--- config.mk ---
export PLATFORM = sky130hd
export DESIGN_NAME = qb_layer_sequencer
export DESIGN_NICKNAME = d
export VERILOG_FILES = /design/src/rtl/qb_seq_pkg.sv /design/src/rtl/qb_seq_watchdog.sv /design/src/rtl/qb_layer_sequencer.sv
export SDC_FILE = /design/constraint.sdc
export NUM_CORES = 1
export LEC_CHECK = 0
export ABC_AREA = 1
export CAP_MARGIN = 25
export CORE_MARGIN = 3
export CORE_UTILIZATION = 49
export CTS_CLUSTER_SIZE = 30
export DETAILED_ROUTE_END_ITERATION = 6
export PLACE_DENSITY = 0.8
export SLEW_MARGIN = 20
export SYNTH_ARGS = -nofsm -noshare
export SYNTH_HDL_FRONTEND = slang
export SYNTH_HIERARCHICAL = 1
export SYNTH_SLANG_ARGS = --single-unit
--- constraint.sdc ---
create_clock -name clk -period 2 [get_ports clk]
set_clock_uncertainty 0.15 [all_clocks]
set_input_delay 0.6 -clock clk [delete_from_list [all_inputs] [get_ports clk]]
set_output_delay 0.6 -clock clk [all_outputs]
set_load 0.01 [all_outputs]
--- src/rtl/qb_seq_pkg.sv ---
// Shared definitions for the layer sequencer: FSM state encoding, default
// parameter values and a saturating increment used by its counters.
package qb_seq_pkg;

  typedef enum logic [2:0] {
    IDLE    = 3'd0,
    SHIFT   = 3'd1,
    START   = 3'd2,
    WAIT    = 3'd3,
    CAPTURE = 3'd4,
    DONE    = 3'd5
  } state_e;

  localparam int N_LAYERS_DEF = 3;
  localparam int TIMEOUT_DEF  = 1024;
  localparam int CNT_W_DEF    = 16;

  // Callers pass the counter zero-extended and its all-ones value, then cast back.
  function automatic logic [63:0] sat_inc(input logic [63:0] val, input logic [63:0] max_val);
    if (val >= max_val) begin
      return max_val;
    end else begin
      return val + 64'd1;
    end
  endfunction

endpackage

--- src/rtl/qb_seq_watchdog.sv ---
// Per-layer watchdog: cleared by load_i, counts while inc_i, and flags expiry
// once TIMEOUT_CYCLES-1 is reached (it then holds there).
module qb_seq_watchdog #(
  parameter int TIMEOUT_CYCLES = 1024
) (
  input  logic clk,
  input  logic rst_n,
  input  logic load_i,
  input  logic inc_i,
  output logic expired_o
);

  localparam int CW = $clog2(TIMEOUT_CYCLES);
  localparam logic [CW-1:0] LAST = CW'(TIMEOUT_CYCLES - 1);

  logic [CW-1:0] cnt_q, cnt_d;

  always_comb begin
    if (load_i) begin
      cnt_d = '0;
    end else if (inc_i && (cnt_q != LAST)) begin
      cnt_d = cnt_q + CW'(1'b1);
    end else begin
      cnt_d = cnt_q;
    end
  end

  always_ff @(posedge clk or negedge rst_n) begin
    if (!rst_n) begin
      cnt_q <= '0;
    end else begin
      cnt_q <= cnt_d;
    end
  end

  assign expired_o = (cnt_q == LAST);

endmodule

--- src/rtl/qb_layer_sequencer.sv ---
// Per-sample controller for the quantised conv network: shift inputs, then run
// each layer start/wait/capture in turn. Define QB_SEQ_PROFILE_EN for frame-length profiling.
module qb_layer_sequencer
  import qb_seq_pkg::*;
#(
  parameter int N_LAYERS       = N_LAYERS_DEF,
  parameter int TIMEOUT_CYCLES = TIMEOUT_DEF,
  parameter int CNT_W          = CNT_W_DEF
) (
  input  logic                          clk,
  input  logic                          rst_n,
  input  logic                          sample_clk,
  input  logic [N_LAYERS-1:0]           layer_done,
  output logic                          lsb_shift,
  output logic [N_LAYERS-1:0]           layer_start,
  output logic [N_LAYERS-1:0]           cache_capture,
  output logic                          busy,
  output logic [$clog2(N_LAYERS):0]     layer_idx,
  output logic                          frame_done,
  output logic [CNT_W-1:0]              overrun_count,
  output logic                          timeout_err,
  output logic [$clog2(N_LAYERS):0]     timeout_layer,
  output logic [CNT_W-1:0]              last_frame_cycles,
  output logic [CNT_W-1:0]              max_frame_cycles
);

  localparam int IDX_W = $clog2(N_LAYERS) + 1;
  localparam logic [IDX_W-1:0] LAST_IDX = IDX_W'(N_LAYERS - 1);
  localparam logic [CNT_W-1:0] CNT_MAX  = {CNT_W{1'b1}};

  state_e            state_q, state_d;
  logic [IDX_W-1:0]  idx_q, idx_d;
  logic [CNT_W-1:0]  overrun_q, overrun_d;
  logic              terr_q, terr_d;
  logic [IDX_W-1:0]  tlayer_q, tlayer_d;
  logic              sample_q, armed_q;
  logic              lsb_shift_q, busy_q, frame_done_q;
  logic [N_LAYERS-1:0] start_q, capture_q;

  logic              edge_s, done_sel_s, wd_expired_s, midframe_s;
  logic [CNT_W-1:0]  overrun_inc_s;

  // armed_q masks the first cycle after reset so a high sample_clk is not seen as an edge.
  assign edge_s        = sample_clk & ~sample_q & armed_q;
  assign done_sel_s    = |(layer_done & (N_LAYERS'(1'b1) << idx_q));
  assign midframe_s    = (state_q == SHIFT) || (state_q == START) ||
                         (state_q == WAIT)  || (state_q == CAPTURE);
  assign overrun_inc_s = CNT_W'(sat_inc(64'(overrun_q), 64'(CNT_MAX)));

  qb_seq_watchdog #(.TIMEOUT_CYCLES(TIMEOUT_CYCLES)) u_watchdog (
    .clk       (clk),
    .rst_n     (rst_n),
    .load_i    (state_q == START),
    .inc_i     (state_q == WAIT),
    .expired_o (wd_expired_s)
  );

  always_comb begin
    state_d   = state_q;
    idx_d     = idx_q;
    overrun_d = overrun_q;
    terr_d    = terr_q;
    tlayer_d  = tlayer_q;
    // A new sample always restarts the frame, even over a pending watchdog expiry.
    if (edge_s) begin
      state_d = SHIFT;
      if (midframe_s) begin
        overrun_d = overrun_inc_s;
      end else begin
        overrun_d = overrun_q;
      end
    end else begin
      case (state_q)
        IDLE:    state_d = IDLE;
        SHIFT: begin
          state_d = START;
          idx_d   = '0;
        end
        START:   state_d = WAIT;
        WAIT: begin
          if (done_sel_s) begin
            state_d = CAPTURE;
          end else if (wd_expired_s) begin
            state_d  = IDLE;
            terr_d   = 1'b1;
            tlayer_d = idx_q;
          end else begin
            state_d = WAIT;
          end
        end
        CAPTURE: begin
          if (idx_q == LAST_IDX) begin
            state_d = DONE;
          end else begin
            state_d = START;
            idx_d   = idx_q + IDX_W'(1'b1);
          end
        end
        DONE:    state_d = IDLE;
        default: state_d = IDLE;
      endcase
    end
  end

  // Pulse outputs are decoded from the next state so each is high exactly while in that state.
  always_ff @(posedge clk or negedge rst_n) begin
    if (!rst_n) begin
      state_q      <= IDLE;
      idx_q        <= '0;
      overrun_q    <= '0;
      terr_q       <= 1'b0;
      tlayer_q     <= '0;
      sample_q     <= 1'b0;
      armed_q      <= 1'b0;
      lsb_shift_q  <= 1'b0;
      busy_q       <= 1'b0;
      frame_done_q <= 1'b0;
      start_q      <= '0;
      capture_q    <= '0;
    end else begin
      state_q      <= state_d;
      idx_q        <= idx_d;
      overrun_q    <= overrun_d;
      terr_q       <= terr_d;
      tlayer_q     <= tlayer_d;
      sample_q     <= sample_clk;
      armed_q      <= 1'b1;
      lsb_shift_q  <= (state_d == SHIFT);
      busy_q       <= (state_d != IDLE);
      frame_done_q <= (state_d == DONE);
      start_q      <= (state_d == START)   ? (N_LAYERS'(1'b1) << idx_d) : '0;
      capture_q    <= (state_d == CAPTURE) ? (N_LAYERS'(1'b1) << idx_d) : '0;
    end
  end

  assign lsb_shift     = lsb_shift_q;
  assign layer_start   = start_q;
  assign cache_capture = capture_q;
  assign busy          = busy_q;
  assign layer_idx     = idx_q;
  assign frame_done    = frame_done_q;
  assign overrun_count = overrun_q;
  assign timeout_err   = terr_q;
  assign timeout_layer = tlayer_q;

`ifdef QB_SEQ_PROFILE_EN
  logic [CNT_W-1:0] fcnt_q, last_q, max_q;
  logic [CNT_W-1:0] fcnt_inc_s;

  assign fcnt_inc_s = CNT_W'(sat_inc(64'(fcnt_q), 64'(CNT_MAX)));

  // The count covers SHIFT through DONE; only a frame reaching DONE publishes it.
  always_ff @(posedge clk or negedge rst_n) begin
    if (!rst_n) begin
      fcnt_q <= '0;
      last_q <= '0;
      max_q  <= '0;
    end else begin
      if (state_d == SHIFT) begin
        fcnt_q <= CNT_W'(1'b1);
      end else if (state_d != IDLE) begin
        fcnt_q <= fcnt_inc_s;
      end else begin
        fcnt_q <= fcnt_q;
      end
      if (state_q == DONE) begin
        last_q <= fcnt_q;
        max_q  <= (fcnt_q > max_q) ? fcnt_q : max_q;
      end else begin
        last_q <= last_q;
        max_q  <= max_q;
      end
    end
  end

  assign last_frame_cycles = last_q;
  assign max_frame_cycles  = max_q;
`else
  assign last_frame_cycles = '0;
  assign max_frame_cycles  = '0;
`endif

endmodule

==> results of run 1 <==
cells in the mapped netlist (3+ instances only):
master and n:
ha_1 6, nand2_2 6, a21oi_1 3, nor2_2 7, dfrtp_1 47, nand4_1 7
o21ai_1 4, nand2_1 88, xnor2_1 3, nand3_1 44, buf_4 32, nor3_1 4
inv_1 35, o21ai_0 10, nor2_1 35
final timing paths:
path / from / to / slack [ns] / depth (start not counted)
max: overrun_count[8] / overrun_count[8] / 0.04 / 1
min: rst_n / overrun_count[4] / 0.11 / 2
max reg2reg: u_watchdog/cnt_q[1] / state_q[0] / 0.11 / 11
min reg2reg: timeout_err / timeout_err / 0.33 / 2
max in group asynchronous: rst_n / overrun_count[9] / 1.34 / 2
min in group clk: timeout_err / timeout_err / 0.33 / 2
cell type report:
cell class	instances	area, um2
clock buffer	6	72.6
fill	467	1900
inverter	36	135
multi-input combinational	269	1380
sequential	47	1180
tap	70	87.6
timing repair buffer	61	551
cells in the final DEF, fill, tap and decap left out, types with 2 or more instances in the layout:
master and count:
o21ai_0 9, o21ai_1 5, dlymetal6s2s_1 2, nor3_1 4, nand2_4 3, nand2_1 86, nand2_2 7, dfrtp_1 45
clkbuf_8 5, dlygate4sd2_1 10, nor2_4 4, xnor2_1 3, nand3_1 42, ha_1 5, buf_4 23, nand3b_1 2
or2_1 2, conb_1 33, o31ai_1 2, nand3_2 3, inv_1 35, clkdlybuf4s50_1 24, nand4_1 7, nor2_1 30
xor2_1 2, dfrtp_2 2, nor2_2 9, a21oi_1 3
logic make-up (layout without fill, tap and decap cells):
kind of cell / after synthesis / after routing / share of synthesized area [%]
buffers and inverters: 71 / 103 / 14.6
AO/OA/AOI/OAI: 21 / 21 / 4.48
flip-flops: 47 / 47 / 42.2
adder cells (fa/ha/maj): 6 / 6 / 2.69
XOR/XNOR: 5 / 5 / 1.57
AND/OR/NAND/NOR: 204 / 204 / 34.3
other: 2 / 33 / 0.269
per-stage QoR:
stage / total power [mW] / TNS (ns) / cell area, um2 / std cells / setup slack [ns]
6_report: 2.95 / 0 / 3410 / 489 / 0.0378
5_1_grt: 3.17 / -0.0575 / 3410 / 489 / -0.0227
4_1_cts: 2.86 / 0 / 3300 / 483 / 0.00580
3_5_place_dp: 2.30 / -3.19 / 3180 / 469 / -0.197
3_3_place_gp: 2.28 / -2.10 / 3180 / 469 / -0.142
2_1_floorplan: 1.97 / 0 / 2910 / 387 / 0.281
power groups by stage:
stage	Combinational [mW]	Clock (mW)	Sequential, mW
final	1.18	0.540	1.22
after global routing	1.34	0.589	1.24
after CTS	1.08	0.554	1.23
after detailed placement	1.04	0	1.26
after global placement	1.03	0	1.26
after floorplan	0.694	0	1.27
timing repair:
action | in CTS | in global routing
pin swaps | 0 | 9
endpoints found under the hold margin | 0 | 0
gates resized for setup | 13 | 17
buffers inserted | 8 | 6
endpoints found under the setup margin | 20 | 24
gates cloned | 0 | 0
state kept, by name, summed over array words and instances (netlist names), 3 cells and up:
register          cells
cache_capture         3
state_q               3
overrun_count        16
layer_idx             3
u_watchdog/cnt_q     10
timeout_layer         3
layer_start           3
layer usage:
layer | share of wire, % | global-route usage, % | wire length [um] | up-vias
li1 | - | - | - | 1199
met1 | 42 | 24.1 | 2600 | 1106
met2 | 51 | 33.8 | 3140 | 67
met3 | 5.3 | 4.39 | 324 | 8
met4 | 1.3 | 6.93 | 79 | 0
met5 | 0 | 0 | 0 | -
==> metrics.md, run 1 <==
| Metric | Value |
|---|---|
| Status | finished clean |
| Fmax | 0.510 GHz |
| Clock Tree Root | clkbuf_8 |
| P_int | 1.80 mW |
| Syn-to-layout area delta | 22.1% |
| Pwr Density | 865 nW/um2 |
| Die W | 81.5 um |
| Syn Inst Count | 356 |
| Cts bufs inserted | 5 |
| Largest net degree at the start of global routing | 48 |
| Routed WL | 6.15 mm |
| DR vias/cell | 4.87 |
| Initial antenna violation count | 0 |
| GR Overflow Total | 0 |
| Yosys top cell area share | 42.2% |
| Synth Register Bits | 47 |
| Clock power share | 18.3% |
| Req. time, crit path | 1.25 ns |
| Syn Std Cell Area | 2790 um2 |
| Sw frac | 38.9% |
| Starting DRT DRC Count | 111 |
| Drt pass-1 iters | 4 |
| CTS tree | done |
| Worst Max-Slew Pin Slew | 0.500 ns |
| Initial Utilization | 52.6% |
| Switching power | 1.15 mW |
| Gpl congestion | 0.954 |
| Worst-path cell chain | clkdlybuf4s50_1 |
| Core ar. | 5300 um2 |
| Hold Path Class | primary input to asynchronous set/reset pin |
| Sequential share of power | 41.5% |
| Vias in the first global route | 2262 |
| Max-slew headroom | 66.4% |
| Worst path max stage delay | 0.55 ns |
| Final hold vios | 0 |
| Final core utilization | 64.2% |
| Gr usage total | 19.6% |
| Startpoint Class | flip-flop |
| Vert. Die Dim | 81.5 um |
| First-pass GRT wire length | 10.0 mm |
| Clock Tree Buf Depth | 2 |
| Final Max Tran Viols | 0 |
| Static leakage | 1.76 nW |
| # diodes | 0 |
| I/O pins | 70 |
| Synth top area cells | dfrtp_1, nand2_1, buf_4 |
| Crit Path Category | flip-flop to output pin |
| Main flop type after synthesis | dfrtp_1 |
| Arr. time, crit path | 1.21 ns |
| Drt drc | 0 |
| Clock sinks | 47 |
| Crit. End Element | output pin |
| Combinational Power Share | 40.2% |
| Max-Cap Viols | 0 |
| I/O Buffers | 37 |
| Mean Syn Cell Area | 7.84 um2 |
| Final hold slack | 0.112 ns |
| Hold Buf Count CTS | 0 |
| Share of layout cells above drive strength 1 | 15.8% |
| Register area share after synthesis | 42.2% |
| EDFF count, synth | 0 |
| FP Rows | 26 |
| Hpwl dp | 4.36 mm |
| Largest fanout on the critical path | 2 |
| WL/cell | 12.6 um |
| Worst VDD drop | 0.000625 V |
| Crit share post-route | 98.1% |
| Yosys warns | 6 |
| CP top delay family | buffers and inverters |
| CTS clk-pin slew, worst paths | 0.08 ns |
| Area leader, netlist | dfrtp_1 |
| Netlist cell types | 33 |
| H-tree levels | 2 |
| Buf/Inv on CP | 1 |
| Via count | 2380 |
| Final-report setup violation count | 0 |
| FFs w/ async S/R, synth | 100% |
| Nets@finish | 432 |
| Die area | 6640 um2 |
| Crit path time final | 1.96 ns |
| CP max-delay cell | clkdlybuf4s50_1 |
| Antenna Nets Post-Route | 0 |
| Clk Latency, worst-skew pair | 0.30 ns |
Power figures use the tool's default switching activity.
==> inputs of run 2 (changes only) <==
--- a/config.mk
+++ b/config.mk
@@ -12,6 +12,7 @@
 export CTS_CLUSTER_SIZE = 30
 export DETAILED_ROUTE_END_ITERATION = 6
 export PLACE_DENSITY = 0.8
+export REMOVE_ABC_BUFFERS = 1
 export SLEW_MARGIN = 20
 export SYNTH_ARGS = -nofsm -noshare
 export SYNTH_HDL_FRONTEND = slang
==> run 2 against run 1 <==
Effect of this change: clock power increased by 19%; combinational power barely moved; worst hold slack worse by 0.020 ns; total power rose by 3.9%; sequential share of layout area decreased by 0.65 points; via count up 1.5%; sequential cell count unchanged; first-iteration DRC count up 57%; non-clock buffer count grew 4; fmax increased by 0.51%.
==> metrics.md, run 2 (synthesized netlist as in run 1, its figures left out) <==
| Metric | Value |
|---|---|
| FP Rows | 26 (unchanged) |
| Nets@finish | 436 (+0.93%) |
| First-pass GRT wire length | 9.90 mm (-1.3%) |
| Commonest cells after routing, fill and taps aside | nand2_1, dfrtp_1, nand3_1 |
| Worst Max-Slew Pin Slew | 0.515 ns (+0.0154 ns) |
| Crit Path Category | flip-flop to output pin |
| Core ar. | 5300 um2 (unchanged) |
| Clock Tree Buf Depth | 2 (unchanged) |
| Placed cell count | 472 (+0.64%) |
| Gr usage total | 19.1% (-0.52 points) |
| Buf/Inv on CP | 1 (unchanged) |
| Drt drc | 0 (unchanged) |
| Max reg flops | 16 (unchanged) |
| Commonest non-fill, non-tap cell in the layout | nand2_1 |
| Sequential share of power | 39.5% (-2.0 points) |
| Die W | 81.5 um (unchanged) |
| Clock sinks | 47 (unchanged) |
| Max-Cap Viols | 0 (unchanged) |
| Combinational Power Share | 39.6% (-0.6 points) |
| DR vias/cell | 4.88 (+0.24%) |
| Antenna Nets Post-Route | 0 (unchanged) |
| Sw frac | 38.1% (-0.79 points) |
| FF/Latch Area | 1180 um2 (unchanged) |
| I/O Buffers | 37 (unchanged) |
| GR Overflow Total | 0 (unchanged) |
| Starting DRT DRC Count | 174 (+57%) |
| Final core utilization | 65.5% (+1.2 points) |
| CP top delay family | buffers and inverters |
| CTS tree | done |
| Final Max Tran Viols | 0 (unchanged) |
| Hold Buf Count CTS | 0 (unchanged) |
| Syn-to-layout area delta | 24.4% |
| Worst reg2reg path startpoint | u_watchdog/cnt_q[1] |
| Vert. Die Dim | 81.5 um (unchanged) |
| Crit. End Element | output pin |
| Via count | 2415 (+1.5%) |
| Largest fanout on the critical path | 2 (unchanged) |
| Status | finished clean |
| Worst-path cell chain | clkdlybuf4s50_1 |
| Arr. time, crit path | 1.20 ns (about the same) |
| Hold Path Class | primary input to asynchronous set/reset pin |
| Multi-input gate area | 1370 um2 (-1.1%) |
| Share of layout cells above drive strength 1 | 16.5% (+0.72 points) |
| Filler cell count | 440 (-5.8%) |
| Pwr Density | 883 nW/um2 (+2.0%) |
| Initial antenna violation count | 0 (unchanged) |
| Vias in the first global route | 2191 (-3.1%) |
| Crit path time final | 1.95 ns (-0.00996 ns) |
| Static leakage | 1.87 nW (+6.7%) |
| Worst VDD drop | 0.000693 V (+11%) |
| Req. time, crit path | 1.25 ns (about the same) |
| Die area | 6640 um2 (unchanged) |
| P_int | 1.90 mW (+5.3%) |
| Crit. Startpoint | timeout_layer[0] |
| Final-report setup violation count | 0 (unchanged) |
| Worst path max stage delay | 0.54 ns (about the same) |
| R2R setup slack | 0.12 ns (about the same) |
| Clk Latency, worst-skew pair | 0.30 ns (about the same) |
| Routed WL | 6.06 mm (-1.4%) |
| H-tree levels | 2 (unchanged) |
| Initial Utilization | 52.6% (unchanged) |
| Crit share post-route | 97.6% (-0.50 points) |
| Fmax | 0.512 GHz (+0.51%) |
| Hpwl dp | 4.29 mm (-1.5%) |
| WL/cell | 12.2 um (-2.6%) |
| Clock Tree Root | clkbuf_8 |
| Max-slew headroom | 65.4% (-1.0 points) |
| CP max-delay cell | clkdlybuf4s50_1 |
| Gpl congestion | 0.837 (-12%) |
| Drt pass-1 iters | 4 (unchanged) |
| Final hold vios | 0 (unchanged) |
| # diodes | 0 (unchanged) |
| Clock power share | 20.9% (+2.6 points) |
| Cts bufs inserted | 5 (unchanged) |
| Non-Filler Instances | 495 (+1.2%) |
| Largest net degree at the start of global routing | 29 (-40%) |
| I/O pins | 70 (unchanged) |
| Startpoint Class | flip-flop |
| CTS clk-pin slew, worst paths | 0.09 ns (about the same) |
| Switching power | 1.17 mW (+1.8%) |
| Pwr Total | 3.06 mW (+3.9%) |
[run 2: changes by cell type in the layout (fill, tap and decap cells not counted), sizes merged]
cell / previous run / this run
clkinvlp: 0 / 1
clkbuf: 6 / 7
dlymetal6s2s: 2 / 7
dlygate4sd2: 10 / 5
buf: 25 / 29
[run 2: layer usage]
| layer | vias up | GRT usage, % | part of all wire (%) |
|---|---|---|---|
| li1 | 1202 | - | - |
| met1 | 1126 | 25.6 | 44 |
| met3 | 6 | 4.39 | 5.7 |
| met2 | 81 | 31.3 | 49 |
| met4 | 0 | 4.73 | 0.81 |
| met5 | - | 0 | 0 |
[run 2: area by class of cell]
type                       count  area share, %
timing repair buffer          65           17.3
clock buffer                   7           2.78
inverter                      36           3.89
sequential                    47           34.0
tap                           70           2.52
multi-input combinational    269           39.4
clock inverter                 1          0.216
[run 2: power groups by stage]
stage | registers (mW) | logic, mW | clock network, mW
2_1_floorplan | 1.27 | 0.615 | 0
3_3_place_gp | 1.26 | 1.02 | 0
3_5_place_dp | 1.26 | 1.05 | 0
4_1_cts | 1.21 | 1.14 | 0.660
5_1_grt | 1.23 | 1.37 | 0.713
6_report | 1.21 | 1.21 | 0.640
[run 2: timing repair]
item | in CTS | in global routing
setup endpoints to repair | 16 | 18
buffers inserted | 11 | 4
resized for setup | 7 | 17
pin swaps | 0 | 6
[run 2: path summary, 6_finish.rpt]
check / end / cells after the start
worst max-delay path: timeout_layer[0] / 1
worst min-delay path: overrun_count[4] / 1
worst max register to register: cache_capture[0] / 11
worst min register to register: timeout_err / 2
max in group asynchronous: layer_idx[0] / 2
min in group clk: timeout_err / 2
[run 2: metrics by stage]
stage                     setup slack [ns]  setup TNS (ns)  instance area, um2  hold slack, ns
final                               0.0478               0                3470          0.0923
after global routing               -0.0432          -0.104                3470           0.124
after floorplan                      0.281               0                2640           0.154
after detailed placement            -0.179           -3.13                3200           0.301
after CTS                          0.00993               0                3380           0.111
after global placement              -0.138           -2.08                3200           0.297
